`config.mk`:
```
export PLATFORM = sky130hd
export DESIGN_NAME = sobol_sc_mgen
export DESIGN_NICKNAME = d
export VERILOG_FILES = /design/src/rtl/sobol_sc_mgen.sv
export SDC_FILE = /design/constraint.sdc
export NUM_CORES = 1
export LEC_CHECK = 0
export BUFFER_PORTS_ARGS = -buffer_cell sky130_fd_sc_hd__buf_4
export CORE_MARGIN = 3
export CORE_UTILIZATION = 45
export DETAILED_ROUTE_END_ITERATION = 8
export GPL_TIMING_DRIVEN = 0
export MAX_ROUTING_LAYER = met4
export PLACE_DENSITY = 0.69
export SETUP_SLACK_MARGIN = 0.05
export SLEW_MARGIN = 30
export SYNTH_ARGS = -nofsm -noshare
export SYNTH_HDL_FRONTEND = slang
export SYNTH_SLANG_ARGS = --single-unit
```
`constraint.sdc`:
```
create_clock -name clk -period 13.3 [get_ports clk]
set_input_delay 2.66 -clock clk [delete_from_list [all_inputs] [get_ports clk]]
set_output_delay 2.66 -clock clk [all_outputs]
set_load 0.02 [all_outputs]
```
`src/rtl/sobol_sc_mgen.sv`:
```
// Multi-channel Sobol stochastic-computing bitstream generator.
// All channels share one Gray-code index; each channel compares its Sobol value with a latched operand.
module sobol_sc_mgen #(
   parameter int N     = 6,
   parameter int CH    = 2,
   parameter int SEQ_W = 32
) (
   input  logic                  clk,
   input  logic                  rst,
   input  logic                  en_in,
   input  logic [CH*N-1:0]       num,
   input  logic [N:0]            len,
   input  logic [CH*N*N-1:0]     m,
   output logic                  busy,
   output logic                  bit_vld,
   output logic [CH-1:0]         bits,
   output logic                  en_out,
   output logic [CH*SEQ_W-1:0]   seq,
   output logic [CH*(N+1)-1:0]   ones
);

   typedef enum logic [1:0] {S_IDLE, S_RUN, S_DONE} state_t;

   localparam logic [N:0] FULL_LEN = (N+1)'(1) << N;

   state_t               state, state_nx;
   logic [N-1:0]         idx;
   logic [N:0]           cnt;
   logic [N:0]           len_r;
   logic [N:0]           len_c;
   logic [CH*N-1:0]      num_r;
   logic [CH*N*N-1:0]    m_r;
   logic [N-1:0]         x    [CH];
   logic [N-1:0]         x_nx [CH];
   logic [N-1:0]         dir  [CH][N];
   logic [N-1:0]         lz;
   logic [CH-1:0]        hit;

   assign len_c = (len > FULL_LEN) ? FULL_LEN : len;
   assign busy  = (state != S_IDLE);

   // One-hot of the lowest zero bit of idx; all-zero when idx is all ones.
   assign lz = ~idx & (idx + 1'b1);

   always_comb begin
      for (int unsigned c = 0; c < CH; c++) begin
         for (int unsigned k = 0; k < N; k++) begin
            dir[c][k] = m_r[(c*N+k)*N +: N] << (N-1-k);
         end
      end
   end

   always_comb begin
      for (int unsigned c = 0; c < CH; c++) begin
         x_nx[c] = x[c];
         for (int unsigned k = 0; k < N; k++) begin
            if (lz[k]) x_nx[c] = x[c] ^ dir[c][k];
         end
         if (&idx) x_nx[c] = '0;
         hit[c] = (x[c] < num_r[c*N +: N]);
      end
   end

   always_comb begin
      state_nx = state;
      case (state)
         S_IDLE: if (en_in) state_nx = (len == '0) ? S_DONE : S_RUN;
         S_RUN:  if (cnt == len_r - 1'b1) state_nx = S_DONE;
         S_DONE: state_nx = S_IDLE;
         default: state_nx = S_IDLE;
      endcase
   end

   always_ff @(posedge clk or posedge rst) begin
      if (rst) begin
         state   <= S_IDLE;
         idx     <= '0;
         cnt     <= '0;
         len_r   <= '0;
         num_r   <= '0;
         m_r     <= '0;
         bit_vld <= 1'b0;
         bits    <= '0;
         en_out  <= 1'b0;
         seq     <= '0;
         ones    <= '0;
         for (int unsigned c = 0; c < CH; c++) x[c] <= '0;
      end else begin
         state   <= state_nx;
         bit_vld <= 1'b0;
         en_out  <= 1'b0;
         case (state)
            S_IDLE: begin
               if (en_in) begin
                  num_r <= num;
                  len_r <= len_c;
                  m_r   <= m;
                  idx   <= '0;
                  cnt   <= '0;
                  seq   <= '0;
                  ones  <= '0;
                  for (int unsigned c = 0; c < CH; c++) x[c] <= '0;
               end
            end
            S_RUN: begin
               bit_vld <= 1'b1;
               bits    <= hit;
               idx     <= idx + 1'b1;
               cnt     <= cnt + 1'b1;
               for (int unsigned c = 0; c < CH; c++) begin
                  x[c] <= x_nx[c];
                  seq[c*SEQ_W +: SEQ_W]  <= {seq[c*SEQ_W +: SEQ_W-1], hit[c]};
                  ones[c*(N+1) +: N+1]   <= ones[c*(N+1) +: N+1] + (N+1)'(hit[c]);
               end
            end
            S_DONE: en_out <= 1'b1;
            default: ;
         endcase
      end
   end

endmodule

```
==> qor.txt, run 1 <==
Compound-gate portion of the synthesized area = 19.8%
NetSw = 0.930 mW
Path depth of the worst reg2reg path = 9
Sequential area share after synthesis = 55.7%
DRT iter0 DRCs = 444
Setup Buffers After CTS = 0
Final setup vio count = 0
Fillers = 1484
Initial antenna violation count = 0
Routed WL = 19.7 mm
Post-synthesis mux area share = 0.262%
Mapped cell area = 7640 um2
Die W = 136 um
Relative slew margins = 49.9%
P per Cell Area = 244 nW/um2
Data required, critical path = 13620 ps
Chip Height = 136 um
Grt ovf = 0
NumNets Final = 1032
First-pass GRT wire length = 32.0 mm
Detailed-router iteration count before antenna repair = 5
Top_reg_cell synth = dfrtp_1
Reg clk slew, reported paths = 60 ps
Max Slew Vio Count = 0
Routability cong. = 0.884
WP data arrival = 4450 ps
Gr usage total = 22.6%
Core area = 16200 um2
Final Hold Fails = 0
RSZ-0062 raised after global routing = false
Layout cells sized above 1 = 20.5%
Post-synthesis adder-cell area fraction = 3.60%
Num rows = 46
Cell accounting for the most synthesized area = dfrtp_1
Final cycle utilization of the critical path = 31.1%
Number of port buffers = 146
Vias in the first global route = 6084
Setup CP Type = in2reg
Io pins = 177
F_max = 242 MHz
Synth Warn # = 0
Hpwl dp = 14.1 mm
Post-Synth XOR/XNOR Area = 2.03%
Ant diodes = 0
Synth top area cells = dfrtp_1 56%, nand2_1 8.4%, a22o_1 7.8%, ha_1 3.6%, o21ai_0 3.5%
Synth unique cells = 53
Hold path cells = 2
CTS root buffer = clkbuf_16
Cts repair resizes = 0
Switch share = 39.4%
Largest net degree at the start of global routing = 94
Hold-fix buffers, CTS = 0
Initial Util = 47.0%
Post-synth EDFFs = 0
Clk_lat worst skew = 430 ps
Leakage = 4.72 nW
Min-Delay Path Class = reg2reg
Finished Layout Cells = 1145
Top cell type's share of synthesized area = 55.7%
Vias post-DR = 6317
Seq pwr share = 37.8%
Layout area overhead = 26.5%
TritonCTS clock tree = built
Synth async-reset ratio = 100%
Cts bufs inserted = 17
Maximum Capacitance Violations = 0
Die area = 18600 um2
Clock share of power = 22.3%
Syn_nets = 866
Number of routed nets with antenna violations = 0
H-tree levels = 4
Worst-Margin Slew = 748 ps
Combinational Power Share = 39.9%
Internal power = 1.43 mW
Placed insts = 1113
Final min period = 4130 ps
Main combinational cell family by area after synthesis = compound AO/OA/AOI/OAI gates
Synth Register Bits = 170
Simple logic cell fraction of the synthesized area = 14.3%
Post-Route Setup TNS = 0 ps
Avg Cell Area, Syn = 10.2 um2
VDD IR-drop max = 119 uV
DR WL/cell = 17.2 um
CP Max Fanout = 10
Clk_skew = 9.84 ps
Post-Syn Instances = 750
Crit start category = input pin
Residual DRC = 0
Clk sink count = 170
Post-synth top cells = 170 x dfrtp_1, 170 x nand2_1, 68 x a22o_1
Clk buf depth = 2
Via density = 5.52
CP endpoint kind = flip-flop
Outcome = complete, no violations
## cells in the final DEF, fill, tap and decap left out, types with 4 or more instances in the layout
cell,instances
a221o_1,4
buf_1,4
and3_1,5
nand3_1,13
xor2_1,12
o31ai_1,13
nor2b_1,8
buf_4,146
clkbuf_16,17
nand2b_1,10
nor3_1,7
a211oi_1,5
a21oi_1,18
nand3b_1,7
o211ai_1,8
a22o_1,68
o22ai_1,9
nand2_1,170
nor2_1,11
a221oi_1,6
nand4_1,7
ha_1,22
inv_1,35
a21o_1,4
dfrtp_1,170
inv_6,7
clkbuf_1,38
o21ai_0,53
## layout make-up
type / instances / area (um2) / area share (%)
Multi-Input combinational cell: 498 / 3050 / 31.6
Inverter: 37 / 146 / 1.52
Sequential cell: 170 / 4250 / 44.0
Buffer: 45 / 190 / 1.97
Clock buffer: 18 / 439 / 4.55
Clock inverter: 14 / 181 / 1.88
Tap cell: 216 / 270 / 2.80
Timing Repair Buffer: 147 / 1120 / 11.6
## per-layer routing
| layer | global-route usage [%] | share of wire [%] | up-vias |
|---|---|---|---|
| met5 | - | 0 | - |
| met4 | 6.27 | 1.3 | 0 |
| met3 | 3.40 | 4.5 | 20 |
| met2 | 34.4 | 48 | 170 |
| met1 | 31.8 | 47 | 3139 |
| li1 | - | - | 2988 |
## power by group through the flow
stage | logic (mW) | registers [mW] | clock network, mW
floorplan | 0.530 | 0.956 | 0
global placement | 0.924 | 0.894 | 0
detailed placement | 0.944 | 0.897 | 0
CTS | 0.950 | 0.890 | 0.533
global route | 1.04 | 0.922 | 0.554
finish | 0.942 | 0.893 | 0.526
## sequential cells by signal, summed over array words and instances (netlist names)
name and flops:
seq 64, m_r 42, ones 14, num_r 12, x 12, cnt 7, len_r 7, idx 6
bits 2, state 2, bit_vld 1, en_out 1
## logic make-up after synthesis
kind of cell | after synthesis
AND/OR/NAND/NOR | 248
AO/OA/AOI/OAI | 210
flip-flops | 170
buffers and inverters | 82
adder cells (fa/ha/maj) | 22
XOR/XNOR | 16
multiplexers | 2
## worst max-delay path: stages
cell,delay (ps)
buf_4,120
nor2_1,110
or2_2,120
clkbuf_1,250
clkbuf_1,510
clkbuf_1,490
nand2_1,100
o31ai_1,90
## path summary, 6_finish.rpt
| kind | slack (ps) | start | end |
|---|---|---|---|
| max | 9170 | en_in | seq[32] |
| min | 480 | m_r[0] | m_r[0] |
| max reg2reg | 10630 | idx[0] | x[1] |
| min reg2reg | 480 | m_r[0] | m_r[0] |
| max in group asynchronous | 10200 | rst | len_r[2] |
| min in group asynchronous | 2270 | rst | m_r[7] |
## through the flow
| stage | instance area [um2] | hold WS, ps | util, % | total power, mW | worst slack (ps) |
|---|---|---|---|---|---|
| after floorplan | 7640 | 437 | - | 1.49 | 6040 |
| after global placement | 9000 | 462 | 55.5 | 1.82 | 4070 |
| after detailed placement | 9040 | 463 | 55.7 | 1.84 | 8640 |
| after CTS | 9660 | 479 | 59.5 | 2.37 | 9080 |
| after global routing | 9660 | 508 | 59.5 | 2.52 | 8940 |
| final | 9660 | 476 | 59.5 | 2.36 | 9170 |
No activity file was read; power rests on OpenSTA's default activity.
==> inputs of run 2 (changes only) <==
==> constraint.sdc (replaced) <==
create_clock -name clk -period 4.05 [get_ports clk]
set_input_delay 0.81 -clock clk [delete_from_list [all_inputs] [get_ports clk]]
set_output_delay 0.81 -clock clk [all_outputs]
set_load 0.02 [all_outputs]
==> run 2 against run 1 <==
Net effect: hold slack got worse by 12 ps; first-iteration DRC count rose by 5.9%; combinational power rose to 3.3 times the previous value; worst setup slack got worse by 7800 ps.
==> qor.txt, run 2 (synthesized netlist as in run 1, its figures left out) <==
Number of port buffers = 146 (unchanged)
Min-Delay Path Class = in2async (was reg2reg)
Worst slack, placed = 1170 ps (was 8640 ps)
Number of routed nets with antenna violations = 0 (unchanged)
Setup CP Type = reg2reg (was in2reg)
Delay of the slowest cell on the worst path = 430 ps (was 510 ps)
Final min period = 2660 ps
Cts repair resizes = 0 (unchanged)
Core area = 16200 um2 (unchanged)
Hpwl dp = 14.8 mm (was 14.1 mm)
Grt ovf = 0 (unchanged)
Gr usage total = 23.3% (was 22.6%)
Die W = 136 um (unchanged)
Slowest stage cell on the critical path = clkbuf_1 (unchanged)
RSZ-0062 raised after global routing = false (unchanged)
Die area = 18600 um2 (unchanged)
Design Area, Final = 9740 um2 (was 9660 um2)
Final setup vio count = 0 (unchanged)
Fillers = 1454 (was 1484)
Initial antenna violation count = 0 (unchanged)
Data required, critical path = 4370 ps (was 13620 ps)
Vias in the first global route = 6273 (was 6084)
CP Max Fanout = 10 (unchanged)
NumNets Final = 1037 (was 1032)
Final setup margin = 1390 ps (was 9170 ps)
P per Cell Area = 794 nW/um2 (was 244 nW/um2)
Clock share of power = 21.5% (was 22.3%)
Relative slew margins = 49.3% (was 49.9%)
Ant diodes = 0 (unchanged)
NetSw = 3.14 mW (was 0.930 mW)
Maximum Capacitance Violations = 0 (unchanged)
Max Slew Vio Count = 0 (unchanged)
Largest net degree at the start of global routing = 30 (was 94)
Leakage = 4.75 nW (was 4.72 nW)
Clk buf depth = 2 (unchanged)
Clk_skew = 13.3 ps (was 9.84 ps)
Detailed-router iteration count before antenna repair = 5 (unchanged)
Combinational Power Share = 40.5% (was 39.9%)
Switch share = 40.6% (was 39.4%)
Vias post-DR = 6317 (unchanged)
Most frequent cells in the layout = 170 x nand2_1, 170 x dfrtp_1, 146 x buf_4 (unchanged)
Placed insts = 1118 (was 1113)
CTS root buffer = clkbuf_16 (unchanged)
First-pass GRT wire length = 33.0 mm (was 32.0 mm)
Final Hold Fails = 0 (unchanged)
H-tree levels = 4 (unchanged)
Clk sink count = 170 (unchanged)
Area post-placement = 9140 um2 (was 9040 um2)
Residual DRC = 0 (unchanged)
Biggest register = seq (unchanged)
Largest register FFs = 64 (unchanged)
CP endpoint kind = flip-flop (unchanged)
Outcome = complete, no violations (unchanged)
Post-Route Setup TNS = 0 ps (unchanged)
Routed WL = 20.3 mm (was 19.7 mm)
Routability cong. = 0.856 (was 0.884)
Worst-Margin Slew = 757 ps (was 748 ps)
Via density = 5.49 (was 5.52)
VDD IR-drop max = 386 uV (was 119 uV)
Flop2flop setup slack = 1390 ps (was 10630 ps)
Largest registers = seq x64, m_r x42, ones x14 (unchanged)
Chip Height = 136 um (unchanged)
Finished Layout Cells = 1150 (was 1145)
Initial Util = 47.0% (unchanged)
DR WL/cell = 17.7 um (was 17.2 um)
Setup Buffers After CTS = 0 (unchanged)
Crit start category = flip-flop (was input pin)
WP data arrival = 2980 ps (was 4450 ps)
Cts bufs inserted = 17 (unchanged)
Layout cells sized above 1 = 20.9% (was 20.5%)
Final cycle utilization of the critical path = 65.7%
F_max = 376 MHz
Seq pwr share = 38.0% (was 37.8%)
CP cell instances = and3_1 -> and3_1 -> ha_1 -> clkbuf_1 -> clkbuf_1 -> buf_1 -> a21oi_1 -> o21ai_0 -> nand2_1 -> o41ai_1 (was buf_4 -> nor2_1 -> or2_2 -> clkbuf_1 -> clkbuf_1 -> clkbuf_1 -> nand2_1 -> o31ai_1)
Layout area overhead = 27.6% (was 26.5%)
Io pins = 177 (unchanged)
Reg clk slew, reported paths = 70 ps (was 60 ps)
Hold-fix buffers, CTS = 0 (unchanged)
Internal power = 4.60 mW (was 1.43 mW)
Clk_lat worst skew = 430 ps (about the same)
TritonCTS clock tree = built (unchanged)
DRT iter0 DRCs = 470 (was 444)
Num rows = 46 (unchanged)
## run 2: power groups by stage
stage	sequential, mW	clock (mW)	combinational (mW)
after floorplan	3.14	0	1.74
after global placement	2.94	0	3.04
after detailed placement	2.95	0	3.14
after CTS	2.93	1.69	3.16
after global routing	3.03	1.76	3.47
final	2.94	1.66	3.13
## run 2: worst paths after layout
| check | from | end | depth (start not counted) |
|---|---|---|---|
| setup / recovery | idx[0] | x[3] | 10 |
| hold / removal | rst | x[3] | 2 |
| setup reg to reg | idx[0] | x[3] | 10 |
| hold reg to reg | m_r[14] | m_r[14] | 2 |
| max in group asynchronous | rst | seq[37] | 5 |
| min in group clk | m_r[14] | m_r[14] | 2 |
## run 2: critical path: cells and delay by family, from the launching register on
kind                     cells  cell delay (ps)
flip-flops                   1              410
AND/OR/NAND/NOR              3              450
AO/OA/AOI/OAI                3              360
adder cells (fa/ha/maj)      1              140
buffers and inverters        3             1190
## run 2: per-layer routing
metal  vias up  wire (um)  global-route usage (%)
met5         -          0                       -
met4         0        276                    6.22
met3        19        973                    4.11
met2       166       9810                    36.0
met1      3132       9260                    32.1
li1       3000          -                       -
## run 2: layout make-up
class                      count  area (um2)  share of cell area [%]
buffer                        45         190                    1.95
inverter                      37         143                    1.46
sequential                   170        4250                    43.7
tap                          216         270                    2.77
clock inverter                15         174                    1.79
clock buffer                  17         425                    4.37
multi-input combinational    498        3050                    31.3
timing repair buffer         152        1230                    12.6
## run 2: per-stage QoR
step,util (%),hold WS (ps),total power [mW]
CTS,60.0,465,7.77
global placement,55.5,462,5.98
global route,60.0,488,8.26
finish,60.0,464,7.74
detailed placement,56.3,467,6.09
floorplan,-,437,4.88
==> inputs of run 3 (changes only) <==
--- a/config.mk
+++ b/config.mk
@@ -11,7 +11,7 @@
 export DETAILED_ROUTE_END_ITERATION = 8
 export GPL_TIMING_DRIVEN = 0
 export MAX_ROUTING_LAYER = met4
-export PLACE_DENSITY = 0.69
+export PLACE_DENSITY = 0.71
 export SETUP_SLACK_MARGIN = 0.05
 export SLEW_MARGIN = 30
 export SYNTH_ARGS = -nofsm -noshare
==> constraint.sdc (replaced) <==
create_clock -name clk -period 2.15 [get_ports clk]
set_input_delay 0.43 -clock clk [delete_from_list [all_inputs] [get_ports clk]]
set_output_delay 0.43 -clock clk [all_outputs]
set_load 0.02 [all_outputs]
==> run 3 against run 2 <==
Net effect: the flow now finishes with violations (negative setup slack); register-to-register slack got worse by 1500 ps; non-clock buffer count increased by 26; worst setup slack got worse by 1500 ps; critical path type unchanged; largest cell class unchanged; global-route usage increased by 0.19 points.
==> qor.txt, run 3 (synthesized netlist as in run 1, its figures left out) <==
Ant diodes = 0 (unchanged)
Max Slew Vio Count = 0 (unchanged)
Clk_skew = 9.65 ps (was 13.3 ps)
Number of port buffers = 146 (unchanged)
Data required, critical path = 2470 ps (was 4370 ps)
Worst-Margin Slew = 796 ps (was 757 ps)
Chip Height = 136 um (unchanged)
First-pass GRT wire length = 33.2 mm (was 33.0 mm)
Reg-to-reg endpoint = ones[13] (was x[3])
WP data arrival = 2540 ps (was 2980 ps)
Top cell by count, worst path = ha_4
Number of routed nets with antenna violations = 0 (unchanged)
Path depth of the worst reg2reg path = 10 (unchanged)
Violated checks = negative setup slack
CTS root buffer = clkbuf_16 (unchanged)
Delay of the slowest cell on the worst path = 400 ps (was 430 ps)
Beginning of the worst hold path = m[34]
Final setup vio count = 3 (was 0)
DR WL/cell = 18.3 um (was 17.7 um)
Core area = 16200 um2 (unchanged)
Routability cong. = 0.895 (was 0.856)
Layout cells sized above 1 = 29.1% (was 20.9%)
F_max = 450 MHz (was 376 MHz)
NumNets Final = 1063 (was 1037)
Crit path max-delay family = compound AO/OA/AOI/OAI gates (was buffers and inverters)
Via density = 5.55 (was 5.49)
Cts bufs inserted = 17 (unchanged)
TritonCTS clock tree = built (unchanged)
Largest registers = seq x64, m_r x42, ones x14 (unchanged)
CP endpoint kind = flip-flop (unchanged)
Clk buf depth = 2 (unchanged)
Hold WS = 176 ps (was 464 ps)
Overall Power = 15.5 mW (was 7.74 mW)
CP cell instances = ha_1 -> a21o_1 -> a21oi_2 -> o22ai_2 -> nor2_2 -> ha_4 -> ha_4 -> nand4_1 -> o211ai_1 -> o31ai_1 (was and3_1 -> and3_1 -> ha_1 -> clkbuf_1 -> clkbuf_1 -> buf_1 -> a21oi_1 -> o21ai_0 -> nand2_1 -> o41ai_1)
Final Hold Fails = 0 (unchanged)
P per Cell Area = 1500 nW/um2 (was 794 nW/um2)
Hold path cells = 3
Flop2flop setup slack = -70 ps (was 1390 ps)
Num rows = 46 (unchanged)
CP bufs+invs = 0 (was 3)
Final setup margin = -73.0 ps (was 1390 ps)
Largest register FFs = 64 (unchanged)
Min-Delay Path Class = in2reg (was in2async)
Worst Hold End = m_r[34]
Hpwl dp = 14.9 mm (was 14.8 mm)
Commonest non-fill, non-tap cell in the layout = nand2_1
CP Max Fanout = 4 (was 10)
Reg-to-Reg Start = x[1] (was idx[0])
Residual DRC = 0 (unchanged)
Grt ovf = 0 (unchanged)
Io pins = 177 (unchanged)
Relative slew margins = 46.7% (was 49.3%)
Register cell area after layout = 4260 um2 (was 4250 um2)
Largest net degree at the start of global routing = 28 (was 30)
Reg clk slew, reported paths = 70 ps (about the same)
VDD IR-drop max = 808 uV (was 386 uV)
Routed WL = 21.5 mm (was 20.3 mm)
Multi-input logic area = 3330 um2 (was 3050 um2)
Initial antenna violation count = 0 (unchanged)
Vias in the first global route = 6310 (was 6273)
Die W = 136 um (unchanged)
Leakage = 4.99 nW (was 4.75 nW)
H-tree levels = 4 (unchanged)
Clk sink count = 170 (unchanged)
Slowest stage cell on the critical path = dfrtp_1 (was clkbuf_1)
Outcome = finished, violations left (was complete, no violations)
Biggest register = seq (unchanged)
Clk_lat worst skew = 440 ps (was 430 ps)
Crit start category = flip-flop (unchanged)
Maximum Capacitance Violations = 0 (unchanged)
Final min period = 2220 ps (was 2660 ps)
Setup CP Type = reg2reg (unchanged)
Final cycle utilization of the critical path = 103% (was 65.7%)
Initial Util = 47.0% (unchanged)
Most frequent cells in the layout = 169 x nand2_1, 165 x buf_4, 164 x dfrtp_1 (was 170 x nand2_1, 170 x dfrtp_1, 146 x buf_4)
Vias post-DR = 6530 (was 6317)
Gr usage total = 23.5% (was 23.3%)
Fillers = 1336 (was 1454)
RSZ-0062 raised after global routing = true (was false)
Detailed-router iteration count before antenna repair = 5 (unchanged)
DRT iter0 DRCs = 515 (was 470)
Layout area overhead = 35.3% (was 27.6%)
Die area = 18600 um2 (unchanged)
[run 3: changes by cell type in the layout (fill, tap and decap cells not counted), moves of 4 or more]
cell      before  now
clkbuf_1      38   26
dfrtp_1      170  164
dfrtp_2        0    6
o21ai_2        0    5
buf_6          0    6
buf_4        146  165
ha_1          22   11
o21ai_0       53   38
inv_2          1    5
clkbuf_2       0    6
ha_4           0    9
o21ai_1        1   11
inv_1         35   31
[run 3: where the power goes]
group	switching, mW	total, mW	internal (mW)
clock	1.45	3.12	1.67
sequential	1.14	5.60	4.46
combinational	3.72	6.82	3.11
total	6.31	15.5	9.23
[run 3: layout make-up]
class | instances | area share [%]
sequential | 170 | 41.2
multi-input combinational | 498 | 32.2
timing repair buffer | 180 | 14.4
clock buffer | 17 | 4.12
tap | 216 | 2.62
buffer | 43 | 2.25
clock inverter | 15 | 1.72
inverter | 37 | 1.38
[run 3: worst max-delay path by stage]
stage | from | to | cells past startpoint
6_report | x[1] | ones[13] | 10
5_1_grt | x[1] | ones[13] | 10
4_1_cts | x[1] | ones[13] | 10
3_5_place_dp | idx[0] | x[1] | 9
3_3_place_gp | rst | m_r[30] | 2
2_1_floorplan | rst | bit_vld | 1
[run 3: timing repair]
item,4_1_cts,5_1_grt
hold buffers,1,0
pin swaps,15,21
endpoints found under the setup margin,50,51
resized for setup,56,50
buffers inserted,12,15
hold endpoints to repair,7,0
[run 3: stage by stage]
| stage | utilization (%) | TNS (ps) | setup slack [ps] | instance area (um2) | instances |
|---|---|---|---|---|---|
| 2_1_floorplan | - | -76280 | -449 | 7650 | 750 |
| 3_3_place_gp | 55.5 | -263720 | -1530 | 9010 | 1112 |
| 3_5_place_dp | 56.5 | -8070 | -504 | 9170 | 1119 |
| 4_1_cts | 62.0 | -36.3 | -36.3 | 10100 | 1162 |
| 5_1_grt | 63.7 | -784 | -146 | 10300 | 1176 |
| 6_report | 63.7 | -152 | -73.0 | 10300 | 1176 |
[run 3: routing by layer]
layer | vias up | GRT usage (%) | part of all wire [%]
li1 | 3050 | - | -
met1 | 3218 | 31.3 | 43
met2 | 223 | 37.1 | 50
met3 | 39 | 4.22 | 5.2
met4 | 0 | 7.05 | 2.2
met5 | - | - | 0
[run 3: tightest hold or removal path: stages]
cell and delay (ps):
buf_4 70, nand2_1 40, nand2_1 40
